<file path="src/rtl/exponential_param_if.sv">
// exponential_param_if
// Handshake/result bundle for the exponential unit.
//   start/neg/x             : request from the controller (master -> slave)
//   busy/done               : run status, done is a one-cycle pulse
//   intpart/fracpart/ovf    : registered result, held until the next done
interface exponential_param_if #(
    parameter int FRAC_W = 16,
    parameter int INT_W  = 2
);
    logic              start;
    logic              neg;
    logic [FRAC_W-1:0] x;
    logic              busy;
    logic              done;
    logic [INT_W-1:0]  intpart;
    logic [FRAC_W-1:0] fracpart;
    logic              ovf;

    modport master (
        output start, neg, x,
        input  busy, done, intpart, fracpart, ovf
    );

    modport slave (
        input  start, neg, x,
        output busy, done, intpart, fracpart, ovf
    );
endinterface

</file>
<file path="src/rtl/exponential_param.sv">
// exponential_param
// Computes e^x or e^-x for x in [0,1) (x = bus.x / 2^FRAC_W) with a
// Horner-form Taylor series of TERMS terms and one shared multiplier:
//   acc = 1; for k = TERMS..1: acc = 1 +/- (acc*x)/k
// Each term takes two cycles (MUL, SCALE); division by k is a multiply by
// a rounded reciprocal constant.
// Ports:
//   clk  : rising-edge clock
//   rst  : asynchronous, active-low reset (aborts a run, clears outputs)
//   bus  : slave side of exponential_param_if (start/neg/x in,
//          busy/done/intpart/fracpart/ovf out, all outputs registered)
module exponential_param #(
    parameter int FRAC_W = 16,
    parameter int INT_W  = 2,
    parameter int TERMS  = 8
) (
    input  logic                clk,
    input  logic                rst,
    exponential_param_if.slave  bus
);
    localparam int W = INT_W + FRAC_W;

    // 1.0 in the widened (W+2 bit) sum domain
    localparam logic [W+1:0] ONE = {{(W+1){1'b0}}, 1'b1} << FRAC_W;

    typedef enum logic [1:0] {S_IDLE, S_MUL, S_SCALE, S_DONE} state_t;

    // round(2^FRAC_W / k); only ever called with constant k
    function automatic logic [FRAC_W:0] recip_f(input int k);
        logic [63:0] num;
        if (k == 0) return '0;
        num = (64'd1 << FRAC_W) + 64'(k / 2);
        return (FRAC_W+1)'(num / 64'(k));
    endfunction

    logic [FRAC_W:0] recip_rom [16];
    for (genvar g = 0; g < 16; g++) begin : g_rom
        assign recip_rom[g] = recip_f(g);
    end

    state_t            state_q, state_d;
    logic [W-1:0]      acc_q, acc_d;
    logic [W-1:0]      p_q, p_d;
    logic [FRAC_W-1:0] xr_q, xr_d;
    logic              negr_q, negr_d;
    logic [3:0]        k_q, k_d;
    logic              sat_q, sat_d;
    logic              busy_q, busy_d;
    logic              done_q, done_d;
    logic [INT_W-1:0]  int_q, int_d;
    logic [FRAC_W-1:0] frac_q, frac_d;
    logic              ovf_q, ovf_d;

    // Full-width products, floored by dropping the low FRAC_W bits
    logic [W+FRAC_W-1:0] mul_full;
    logic [W+FRAC_W:0]   scale_full;
    logic [W+1:0]        t_ext;
    logic [W+1:0]        sum_pos;
    logic [W+1:0]        diff_neg;
    logic [W-1:0]        acc_next;
    logic                ovf_step;

    assign mul_full   = {{FRAC_W{1'b0}}, acc_q} * {{W{1'b0}}, xr_q};
    assign scale_full = {{(FRAC_W+1){1'b0}}, p_q} * {{W{1'b0}}, recip_rom[k_q]};
    assign t_ext      = {1'b0, scale_full[W+FRAC_W:FRAC_W]};
    assign sum_pos    = ONE + t_ext;
    // t <= 1.0 in neg mode, but clamp to zero rather than wrap
    assign diff_neg   = (t_ext > ONE) ? '0 : (ONE - t_ext);

    always_comb begin
        acc_next = '0;
        ovf_step = 1'b0;
        if (negr_q) begin
            acc_next = diff_neg[W-1:0];
        end else if (sum_pos[W+1:W] != 2'b00) begin
            // result no longer fits INT_W integer bits: saturate
            acc_next = '1;
            ovf_step = 1'b1;
        end else begin
            acc_next = sum_pos[W-1:0];
        end
    end

    always_comb begin
        state_d = state_q;
        acc_d   = acc_q;
        p_d     = p_q;
        xr_d    = xr_q;
        negr_d  = negr_q;
        k_d     = k_q;
        sat_d   = sat_q;
        busy_d  = busy_q;
        done_d  = 1'b0;
        int_d   = int_q;
        frac_d  = frac_q;
        ovf_d   = ovf_q;
        case (state_q)
            S_IDLE: begin
                if (bus.start) begin
                    xr_d    = bus.x;
                    negr_d  = bus.neg;
                    acc_d   = ONE[W-1:0];
                    k_d     = 4'(TERMS);
                    sat_d   = 1'b0;
                    busy_d  = 1'b1;
                    state_d = S_MUL;
                end
            end
            S_MUL: begin
                p_d     = mul_full[W+FRAC_W-1:FRAC_W];
                state_d = S_SCALE;
            end
            S_SCALE: begin
                acc_d = acc_next;
                sat_d = sat_q | ovf_step;
                if (k_q == 4'd1) begin
                    // outputs are loaded on entry so they are valid in DONE
                    int_d   = acc_next[W-1:FRAC_W];
                    frac_d  = acc_next[FRAC_W-1:0];
                    ovf_d   = sat_q | ovf_step;
                    done_d  = 1'b1;
                    state_d = S_DONE;
                end else begin
                    k_d     = k_q - 4'd1;
                    state_d = S_MUL;
                end
            end
            S_DONE: begin
                busy_d  = 1'b0;
                state_d = S_IDLE;
            end
            default: state_d = S_IDLE;
        endcase
    end

    always_ff @(posedge clk or negedge rst) begin
        if (!rst) begin
            state_q <= S_IDLE;
            acc_q   <= '0;
            p_q     <= '0;
            xr_q    <= '0;
            negr_q  <= 1'b0;
            k_q     <= '0;
            sat_q   <= 1'b0;
            busy_q  <= 1'b0;
            done_q  <= 1'b0;
            int_q   <= '0;
            frac_q  <= '0;
            ovf_q   <= 1'b0;
        end else begin
            state_q <= state_d;
            acc_q   <= acc_d;
            p_q     <= p_d;
            xr_q    <= xr_d;
            negr_q  <= negr_d;
            k_q     <= k_d;
            sat_q   <= sat_d;
            busy_q  <= busy_d;
            done_q  <= done_d;
            int_q   <= int_d;
            frac_q  <= frac_d;
            ovf_q   <= ovf_d;
        end
    end

    assign bus.busy     = busy_q;
    assign bus.done     = done_q;
    assign bus.intpart  = int_q;
    assign bus.fracpart = frac_q;
    assign bus.ovf      = ovf_q;

    // low halves of the products are discarded by design (floor)
    logic unused_bits;
    assign unused_bits = ^{mul_full[FRAC_W-1:0], scale_full[FRAC_W-1:0]};
endmodule

</file>
<file path="src/flat_wrapper.sv">
// flat-port wrapper written by rule: the top's interface ports become plain ports
module exponential_param_flat 
#(
    parameter int FRAC_W = 16,
    parameter int INT_W  = 2,
    parameter int TERMS  = 8
)
  (clk, rst, bus_start, bus_neg, bus_x, bus_busy, bus_done, bus_intpart, bus_fracpart, bus_ovf);
  exponential_param_if #(.FRAC_W(FRAC_W), .INT_W(INT_W)) bus_i ();
  input  logic clk;
  input  logic rst;
  input wire logic [$bits(bus_i.start)-1:0] bus_start;
  input wire logic [$bits(bus_i.neg)-1:0] bus_neg;
  input wire logic [$bits(bus_i.x)-1:0] bus_x;
  output wire logic [$bits(bus_i.busy)-1:0] bus_busy;
  output wire logic [$bits(bus_i.done)-1:0] bus_done;
  output wire logic [$bits(bus_i.intpart)-1:0] bus_intpart;
  output wire logic [$bits(bus_i.fracpart)-1:0] bus_fracpart;
  output wire logic [$bits(bus_i.ovf)-1:0] bus_ovf;
  assign bus_i.start = bus_start;
  assign bus_i.neg = bus_neg;
  assign bus_i.x = bus_x;
  assign bus_busy = bus_i.busy;
  assign bus_done = bus_i.done;
  assign bus_intpart = bus_i.intpart;
  assign bus_fracpart = bus_i.fracpart;
  assign bus_ovf = bus_i.ovf;
  exponential_param #(.FRAC_W(FRAC_W), .INT_W(INT_W), .TERMS(TERMS)) u_core (.clk(clk), .rst(rst), .bus(bus_i));
endmodule
</file>
<file path="config.mk">
export PLATFORM = sky130hd
export DESIGN_NAME = exponential_param_flat
export DESIGN_NICKNAME = d
export VERILOG_FILES = /design/src/rtl/exponential_param_if.sv /design/src/rtl/exponential_param.sv /design/src/flat_wrapper.sv
export SDC_FILE = /design/constraint.sdc
export NUM_CORES = 1
export LEC_CHECK = 0
export BUFFER_PORTS_ARGS = -buffer_cell sky130_fd_sc_hd__buf_2
export CAP_MARGIN = 10
export CORE_ASPECT_RATIO = 2
export CORE_UTILIZATION = 40
export DETAILED_ROUTE_END_ITERATION = 8
export GPL_TIMING_DRIVEN = 0
export PLACE_DENSITY = 0.6
export SLEW_MARGIN = 20
export SYNTH_ARGS = -nofsm -noshare
export SYNTH_HDL_FRONTEND = slang
export SYNTH_SLANG_ARGS = --single-unit
</file>
<file path="constraint.sdc">
create_clock -name clk -period 16.1 [get_ports clk]
set_input_delay 4.025 -clock clk [delete_from_list [all_inputs] [get_ports clk]]
set_output_delay 4.025 -clock clk [all_outputs]
set_load 0.01 [all_outputs]
</file>
==> metrics.csv, run 1 <==
stage,metric,value,unit
outcome,status,completed,
yosys,yosysSeqAreaShare,8.88,%
routing,drt_iter0_markers,845,
grt,grt_pass1_wl,118000,um
yosys,async_flop_share,100,%
grt,overflow,0,
routing,vias,18268,
clock_network,clock-root-buffer,clkbuf_16,
yosys,synth.ff_latch_count,81,
worst_setup_path,cp_slowest_cell,o21ai_1,
finish,final_common_cell,inv_1,
sta,worst_pin_slew,1.13,ns
yosys,synthAdderAreaFrac,52.3,%
floorplan,design.die.area,58100,um2
floorplan,rows,123,
sta,max_freq,94.1,MHz
worst_setup_path,worstPathArrival,10.89,ns
routing,wl_per_cell,22.6,um
yosys,yosysUniqueCellTypes,75,
finish,area_growth,6.40,%
grt,grt_pass1_vias,20811,
clock_network,postCtsResizedCells,0,
grt,grt_max_degree,57,
routing,routed_wl,76700,um
sta,rsz0062_at_grt,false,
clock_network,numCtsBuffers,9,
sta,finalSetupTns,0,ns
clock_network,clockBufferDepth,2,
sta,finClkSkew,0.0248,ns
floorplan,io_pins,41,
grt,antenna_found_initial,0,
finish,nFillCells,5761,
clock_network,clkTransAtPathRegs,0.07,ns
clock_network,h-tree-depth,3,
worst_setup_path,critical_path_class,reg -> reg,
yosys,synthFlopType,dfrtp_1,
job,cap_violations,0,
placement,io_buffers,40,
yosys,synth_top_family_by_area,adder cells,
worst_setup_path,crit_fanout,10,
yosys,synth_edf_count,0,
yosys,syn_inst,2594,
finish,antenna_cells,0,
finish,final_cell_mix,"548 x inv_1, 480 x nand2_1, 458 x fa_1",
routing,viasPerCell,5.37,
placement,place_congestion,1.01,
floorplan,core,56300,um2
yosys,netlist_area,22800,um2
routing,drt_pass1_iterations,5,
sta,period_needed,10.63,ns
worst_setup_path,critPathRequiredTime,16.36,ns
grt,grt_use_total,28.0,%
yosys,synthMuxAreaShare,1.29,%
finish,nets,3347,
routing,postRouteAntennaNets,0,
clock_network,clock_sinks,81,
sta,period_share,66.0,%
floorplan,die_h,340,um
sta,finalMaxSlewViolations,0,
sta,finalSetupViolCount,0,
finish,drive_above_1_share,3.62,%
sta,slew_headroom,24.4,%
clock_network,cts_tree,built,
yosys,synth.avg_cell_area,8.80,um2
floorplan,die_w,171,um
min_path,min_path_type,reg -> reg,
routing,drcViolationCount,0,
worst_setup_path,worst_path_most_repeated_cell,fa_1,
clock_network,clk_latency,0.39,ns
worst_setup_path,worst_setup_path_end_kind,register,
yosys,synth_xor_area_share,1.64,%
yosys,syn_nets,3294,
sta,hold_viol_final,0,
worst_setup_path,cpPeakStageDelay,0.86,ns
yosys,synth_warnings,0,
yosys,yosys.area_share.simple,17.4,%
placement,hpwl,65700,um
floorplan,start_util,40.5,%
clock_network,post_cts_buffers,0,
yosys,synth_compound_area_share,7.30,%
clock_network,cts_hold_buffers,0,
worst_setup_path,crit_path_start_kind,register,
cell usage after synthesis (all sizes together) (18+ instances only):
library cell,count,area [um2]
a21oi,49,253
and2,199,1240
xnor2,28,253
ha,222,2780
clkbuf,121,454
fa,458,9170
mux2,20,225
a21o,21,158
dfrtp,81,2030
and3,27,169
nand3,18,90.1
o21ai,65,325
nor2,49,186
nand2,480,1800
inv,548,2060
cells by family (layout without fill, tap and decap cells):
group,count (synthesis),count (layout)
AO/OA/AOI/OAI,246,246
XOR/XNOR,42,42
adder cells (fa/ha/maj),680,680
buffers and inverters,678,735
flip-flops,81,81
multiplexers,27,27
AND/OR/NAND/NOR,840,840
path summary, 6_finish.rpt:
path                            cells after the start                             endpoint                                start  slack (ns)
worst max-delay path                               31   u_core.bus.fracpart[5]$_DFFE_PN0P_            u_core.k_q[3]$_DFFE_PN0P_        5.47
worst min-delay path                                2  u_core.bus.fracpart[13]$_DFFE_PN0P_  u_core.bus.fracpart[13]$_DFFE_PN0P_        0.49
worst max register to register                     31   u_core.bus.fracpart[5]$_DFFE_PN0P_            u_core.k_q[3]$_DFFE_PN0P_        5.47
worst min register to register                      2  u_core.bus.fracpart[13]$_DFFE_PN0P_  u_core.bus.fracpart[13]$_DFFE_PN0P_        0.49
max in group asynchronous                           2           u_core.xr_q[7]$_DFFE_PN0P_                                  rst       11.88
min in group asynchronous                           1    u_core.bus.intpart[0]$_DFFE_PN0P_                                  rst        3.58
routing by layer:
metal | wire length (um) | up-vias | GRT usage [%]
li1 | - | 7986 | -
met5 | 0 | - | 0
met4 | 9560 | 0 | 28.5
met1 | 22200 | 9297 | 23.8
met2 | 42200 | 641 | 53.5
met3 | 2790 | 344 | 2.96
area by class of cell:
type	count	area, um2	area share [%]
tap	750	938	3.86
inverter	549	2060	8.49
clock buffer	11	243	1.00
sequential	81	2030	8.35
clock inverter	4	28.8	0.119
multi-input combinational	1835	18300	75.2
timing repair buffer	42	238	0.979
buffer	129	485	2.00
flip-flops by register name (all words and copies together), names as in the netlist, 2 cells and up:
register	flops
u_core.k_q	4
u_core.state_q	2
u_core.p_q	18
u_core.bus.intpart	2
u_core.acc_q	18
u_core.bus.fracpart	16
u_core.xr_q	16
worst max-delay path: cells and delay by family (launching register included):
kind | cells | cell delay [ns]
adder cells (fa/ha/maj) | 8 | 3.90
AO/OA/AOI/OAI | 7 | 2.28
buffers and inverters | 9 | 2.03
AND/OR/NAND/NOR | 5 | 1.33
flip-flops | 1 | 0.33
multiplexers | 1 | 0.32
XOR/XNOR | 1 | 0.28
stage by stage:
step	hold WS, ns	util, %	instance area (um2)	setup slack (ns)	cells
CTS	0.494	43.1	24300	5.59	3401
detailed placement	0.480	42.6	24000	5.64	3386
finish	0.493	43.1	24300	5.47	3401
global route	0.520	43.1	24300	5.02	3401
global placement	0.470	42.5	24000	5.75	3384
floorplan	0.463	-	22800	7.90	2594
Power of run 1 is left out: the tool's default activity adds up to more than one toggle a clock period on the data nets, which glitch-free logic cannot reach.
==> run 2: changes to the inputs <==
ABC_AREA = 1   (was unset)
PLACE_DENSITY = 0.62   (was 0.6)
clock period = 8.8 ns   (was 16.1 ns; I/O delays follow)
==> run 2 against run 1 <==
  * Non-clock buffer count increased by 5
  * Critical endpoint is now u_core.bus.fracpart[10]$_DFFE_PN0P_
  * Global-route usage about the same
  * Design area increased by 6.3%
  * Critical path type unchanged
==> metrics.csv, run 2 <==
stage,metric,value,unit
placement,place_area,25200,um2
yosys,synth.avg_cell_area,7.46,um2
job,cap_violations,0,
worst_setup_path,critical_path_class,reg -> reg,
sta,max_freq,118,MHz
worst_setup_path,critPathRequiredTime,9.13,ns
worst_setup_path,cp-endpoint,u_core.bus.fracpart[10]$_DFFE_PN0P_,
clock_network,clock-root-buffer,clkbuf_16,
worst_setup_path,r2r_start,u_core.k_q[0]$_DFFE_PN0P_,
clock_network,numCtsBuffers,9,
sta,hold_viol_final,0,
yosys,synthFlopType,dfrtp_1,
grt,grt_pass1_vias,22264,
clock_network,h-tree-depth,3,
yosys,yosys.area.top_type,fa_1,
finish,nFillCells,6154,
finish,nets,3984,
yosys,syn_inst,3217,
grt,grt_use_total,28.0,%
floorplan,io_pins,41,
finish,final-seq-area,2030,um2
finish,final_cell_mix,"944 x nand2_1, 799 x inv_1, 451 x fa_1",
floorplan,die_h,348,um
finish,largest_registers,"u_core.acc_q (18), u_core.p_q (18)",
yosys,async_flop_share,100,%
routing,drcViolationCount,0,
sta,slew_headroom,30.2,%
grt,grt_pass1_wl,125000,um
worst_setup_path,ff2ff_setup_slack,0.35,ns
yosys,yosysSeqAreaShare,8.45,%
grt,antenna_found_initial,2,
sta,finalSetupTns,0,ns
yosys,syn_nets,3917,
floorplan,die_w,175,um
placement,place_congestion,0.993,
yosys,yosys.area.top_type_share,38.2,%
routing,drt_iter0_markers,1274,
floorplan,start_util,40.6,%
finish,area_growth,7.52,%
grt,overflow,0,
worst_setup_path,worst_r2r_path_depth,36,
routing,wl_per_cell,20.2,um
yosys,synth.ff_latch_count,81,
clock_network,cts_tree,built,
worst_setup_path,crit_fanout,10,
floorplan,core,59100,um2
worst_setup_path,worst_path_most_repeated_cell,nand2_1,
finish,drive_above_1_share,5.66,%
worst_setup_path,r2r-end,u_core.bus.fracpart[10]$_DFFE_PN0P_,
yosys,yosysUniqueCellTypes,47,
sta,finalMaxSlewViolations,0,
routing,routed_wl,82200,um
finish,multi_input_area,18500,um2
yosys,synth_warnings,0,
worst_setup_path,cpPeakStageDelay,0.67,ns
placement,io_buffers,40,
yosys,synth_edf_count,0,
clock_network,clock_sinks,81,
worst_setup_path,worstPathArrival,8.77,ns
sta,finClkSkew,0.0243,ns
sta,finalSetupViolCount,0,
routing,drt_pass1_iterations,7,
clock_network,clockBufferDepth,2,
sta,period_share,96.0,%
sta,worst_pin_slew,1.04,ns
worst_setup_path,crit_path_start_kind,register,
clock_network,clk_latency,0.40,ns
finish,final_area,25800,um2
clock_network,clkTransAtPathRegs,0.09,ns
routing,vias,20764,
placement,hpwl,70100,um
routing,postRouteAntennaNets,0,
outcome,status,completed,
yosys,netlist_area,24000,um2
min_path,min_path_type,reg -> reg,
routing,viasPerCell,5.12,
yosys,synth.most_common_cell,nand2_1,
worst_setup_path,cp_slowest_cell,fa_2,
finish,final_common_cell,nand2_1,
worst_setup_path,worst_setup_path_end_kind,register,
worst_setup_path,cp-startpoint,u_core.k_q[0]$_DFFE_PN0P_,
sta,period_needed,8.45,ns
floorplan,design.die.area,61000,um2
floorplan,rows,126,
grt,grt_max_degree,68,
yosys,synth.area.top_cells,"fa_1 38%, nand2_1 15%, inv_1 13%",
yosys,synthTopCellsByCount,"952 x nand2_1, 803 x inv_1, 458 x fa_1",
## run 2: changes by cell type after synthesis, moves of 11 or more
| cell | before | now |
|---|---|---|
| and3_1 | 27 | 0 |
| o21ai_0 | 50 | 66 |
| a21oi_1 | 47 | 65 |
| and2_1 | 198 | 8 |
| o221ai_1 | 14 | 1 |
| a21o_1 | 21 | 1 |
| nor2_1 | 48 | 201 |
| nand2_1 | 480 | 952 |
| nand3_1 | 18 | 72 |
| xnor2_1 | 27 | 16 |
| mux2_2 | 19 | 0 |
| inv_1 | 548 | 803 |
| clkbuf_1 | 121 | 109 |
| o211ai_1 | 13 | 1 |
## run 2: area by class of cell
type / count / share of cell area (%)
Timing Repair Buffer: 58 / 1.40
Tap cell: 768 / 3.72
Inverter: 823 / 12.1
Clock inverter: 7 / 0.330
Timing Repair inverter: 1 / 0.0291
Multi-Input combinational cell: 2192 / 71.9
Antenna cell: 2 / 0.0194
Sequential cell: 81 / 7.86
Clock buffer: 9 / 0.873
Buffer: 118 / 1.85
## run 2: routing by layer
| metal | share of wire, % | vias to the layer above | wire length (um) | global-route usage, % |
|---|---|---|---|---|
| li1 | - | 9448 | - | - |
| met1 | 29 | 10182 | 24100 | 24.3 |
| met2 | 55 | 762 | 44900 | 53.5 |
| met3 | 4.0 | 372 | 3330 | 2.86 |
| met4 | 12 | 0 | 9790 | 28.6 |
| met5 | 0 | - | 0 | 0 |
## run 2: how the worst min path moves through the flow
stage	slack, ns	depth (start not counted)	endpoint	start
detailed placement	0.46	2	u_core.bus.fracpart[10]$_DFFE_PN0P_	u_core.bus.fracpart[10]$_DFFE_PN0P_
finish	0.48	2	u_core.bus.intpart[0]$_DFFE_PN0P_	u_core.bus.intpart[0]$_DFFE_PN0P_
global placement	0.46	2	u_core.bus.fracpart[10]$_DFFE_PN0P_	u_core.bus.fracpart[10]$_DFFE_PN0P_
global route	0.50	2	u_core.bus.fracpart[3]$_DFFE_PN0P_	u_core.bus.fracpart[3]$_DFFE_PN0P_
floorplan	0.47	2	u_core.p_q[5]$_DFFE_PN0N_	u_core.p_q[5]$_DFFE_PN0N_
CTS	0.48	2	u_core.bus.fracpart[10]$_DFFE_PN0P_	u_core.bus.fracpart[10]$_DFFE_PN0P_
## run 2: through the flow
step | util, % | worst slack [ns] | hold slack (ns) | cells
2_1_floorplan | - | 1.60 | 0.472 | 3217
3_3_place_gp | 42.6 | -0.525 | 0.460 | 4025
3_5_place_dp | 42.6 | -0.559 | 0.461 | 4026
4_1_cts | 43.3 | 0.00761 | 0.480 | 4041
5_1_grt | 43.6 | -0.0621 | 0.497 | 4057
6_report | 43.7 | 0.353 | 0.480 | 4059
## run 2: cells by family after synthesis
| logic type | share of synthesized area (%) |
|---|---|
| DFF | 8.45 |
| AOI/OAI and AO/OA | 4.27 |
| and+or+nand+nor | 21.7 |
| buffers and inverters | 14.8 |
| adders and majority gates | 49.8 |
| xor gates and xnor gates | 0.949 |
## run 2: worst max-delay path, delay by kind of cell (launching register included)
family                   cells  cell delay, ns
adder cells (fa/ha/maj)      9            4.25
AND/OR/NAND/NOR             14            1.82
buffers and inverters        9            0.91
AO/OA/AOI/OAI                3            0.51
XOR/XNOR                     1            0.46
flip-flops                   1            0.42
## run 2: what timing repair did
item | 4_1_cts | 5_1_grt
setup buffers | 0 | 17
setup endpoints to repair | 38 | 38
gates cloned | 0 | 1
hold endpoints to repair | 0 | 0
pin swaps | 0 | 4
hold buffers | 0 | 0
gates resized for setup | 28 | 52
Power of run 2 is left out for the same reason.
==> run 3: changes to the inputs <==
clock period = 6.8 ns   (was 8.8 ns; I/O delays follow)
==> run 3 against run 2 <==
  * The run now ends with negative setup slack left
  * Routed wire length increased by 8.3%
  * Critical path depth grew 1
  * Clock skew fell by 0.012 ns
  * Register-to-register slack got worse by 1.1 ns
  * Design area rose by 7.6%
  * Clock-buffer cell count did not move
  * First-iteration DRC count is 22% lower
  * Sequential cell count is the same
  * Global-route usage up 2.3 points
  * Final cell count increased by 1.4%
  * Critical endpoint is now u_core.bus.fracpart[14]$_DFFE_PN0P_
  * Highest routed layer unchanged
==> metrics.csv, run 3 (same netlist as run 2, synthesis figures left out) <==
stage,metric,value,unit
worst_setup_path,crit_cells,37,
worst_setup_path,cp_top_family,adder cells,
routing,drt_pass1_iterations,5,
min_path,min_path_type,reg -> reg,
sta,finClkSkew,0.0124,ns
routing,drt_iter0_markers,997,
routing,drcViolationCount,0,
finish,multi_input_area,19700,um2
sta,max_freq,133,MHz
grt,grt_max_degree,60,
finish,area_growth,15.7,%
worst_setup_path,critPathRequiredTime,7.10,ns
clock_network,clockBufferDepth,2,
outcome,status,finished with violations,
worst_setup_path,worstPathArrival,7.81,ns
floorplan,die_h,348,um
worst_setup_path,cp_num_buf_inv,10,
min_path,hold_start,u_core.bus.fracpart[8]$_DFFE_PN0P_,
floorplan,design.die.area,61000,um2
routing,routed_wl,88900,um
floorplan,core,59100,um2
routing,viasPerCell,5.11,
worst_setup_path,crit_path_start_kind,register,
finish,drive_above_1_share,14.7,%
sta,worst_pin_slew,1.12,ns
worst_setup_path,ff2ff_setup_slack,-0.72,ns
grt,overflow,0,
finish,antenna_cells,0,
worst_setup_path,critical_path_class,reg -> reg,
floorplan,start_util,40.6,%
clock_network,clkTransAtPathRegs,0.07,ns
placement,dp_slack,-1.88,ns
placement,io_buffers,40,
outcome,violations,negative setup slack,
sta,hold_viol_final,0,
grt,antenna_found_initial,0,
worst_setup_path,cp_slowest_cell,fa_2,
clock_network,h-tree-depth,3,
worst_setup_path,worst_setup_path_end_kind,register,
clock_network,numCtsBuffers,9,
job,cap_violations,0,
sta,rsz0062_at_grt,true,
clock_network,clock_sinks,81,
worst_setup_path,r2r_start,u_core.k_q[1]$_DFFE_PN0P_,
placement,hpwl,72800,um
sta,slew_headroom,25.1,%
routing,wl_per_cell,21.6,um
routing,vias,21023,
min_path,hold_end,u_core.bus.fracpart[8]$_DFFE_PN0P_,
sta,finalMaxSlewViolations,0,
floorplan,die_w,175,um
sta,fin_ws,-0.717,ns
sta,period_needed,7.52,ns
placement,place_congestion,1.00,
finish,largest_registers,"u_core.acc_q (18), u_core.p_q (18)",
sta,period_share,111,%
min_path,whs_path_depth,2,
routing,postRouteAntennaNets,0,
floorplan,io_pins,41,
grt,grt_pass1_wl,134000,um
finish,final_common_cell,nand2_1,
finish,final_cell_mix,"894 x nand2_1, 762 x inv_1, 439 x fa_1",
clock_network,clock-root-buffer,clkbuf_16,
worst_setup_path,r2r-end,u_core.bus.fracpart[14]$_DFFE_PN0P_,
worst_setup_path,worst_r2r_path_depth,37,
finish,final-seq-area,2040,um2
finish,nets,4041,
grt,grt_use_total,30.4,%
clock_network,clk_latency,0.41,ns
floorplan,rows,126,
sta,finalSetupViolCount,38,
worst_setup_path,cpPeakStageDelay,0.72,ns
finish,nFillCells,5921,
clock_network,cts_tree,built,
worst_setup_path,crit_fanout,5,
grt,grt_pass1_vias,23036,
clock_network,cts_hold_buffers,0,
[run 3: per-stage QoR]
stage	std cells	area, um2	hold slack, ns	utilization (%)	TNS (ns)
finish	4114	27800	0.477	47.0	-25.29
global route	4114	27800	0.509	47.0	-34.78
CTS	4108	27300	0.473	46.2	-18.16
detailed placement	4026	25400	0.462	43.0	-69.14
global placement	4025	25400	0.459	43.0	-68.22
floorplan	3217	24300	0.472	-	0
[run 3: worst reg2reg max path: cells and delay by family (launching register included)]
| kind | cells | cell delay (ns) |
|---|---|---|
| buffers and inverters | 10 | 1.06 |
| and+or+nand+nor | 14 | 1.53 |
| adders and majority gates | 9 | 3.89 |
| DFF | 1 | 0.43 |
| AOI/OAI and AO/OA | 3 | 0.31 |
| xor gates and xnor gates | 1 | 0.17 |
[run 3: worst max-delay path by stage]
stage / startpoint / endpoint / slack [ns]
after floorplan: u_core.k_q[1]$_DFFE_PN0P_ / u_core.bus.fracpart[11]$_DFFE_PN0P_ / 0.001
after global placement: u_core.k_q[2]$_DFFE_PN0P_ / u_core.acc_q[16]$_DFFE_PN0P_ / -1.88
after detailed placement: u_core.k_q[2]$_DFFE_PN0P_ / u_core.acc_q[16]$_DFFE_PN0P_ / -1.88
after CTS: u_core.k_q[1]$_DFFE_PN0P_ / u_core.bus.intpart[0]$_DFFE_PN0P_ / -0.55
after global routing: u_core.k_q[1]$_DFFE_PN0P_ / u_core.acc_q[17]$_DFFE_PN0P_ / -1.01
final: u_core.k_q[1]$_DFFE_PN0P_ / u_core.bus.fracpart[14]$_DFFE_PN0P_ / -0.72
[run 3: layout make-up]
type                    instances  share of cell area (%)
inverters                     823                    11.4
multi-input cells            2192                    70.8
clock inverters                 7                   0.261
repair buffers                137                    3.74
flip-flops and latches         81                    7.34
well taps                     768                    3.46
clock buffers                   9                   0.811
plain buffers                  97                    2.23
[run 3: repair_timing]
| action | CTS | global route |
|---|---|---|
| gates resized for setup | 286 | 118 |
| cloned | 4 | 0 |
| setup endpoints to repair | 46 | 44 |
| pin swaps | 85 | 43 |
| buffers inserted | 80 | 13 |
[run 3: layer usage]
layer  track usage [%]  wire length, um
met5                 0                0
met4              30.9            11100
met3              3.90             3530
met2              58.3            48400
met1              25.6            25900
Power of run 3 is left out for the same reason.
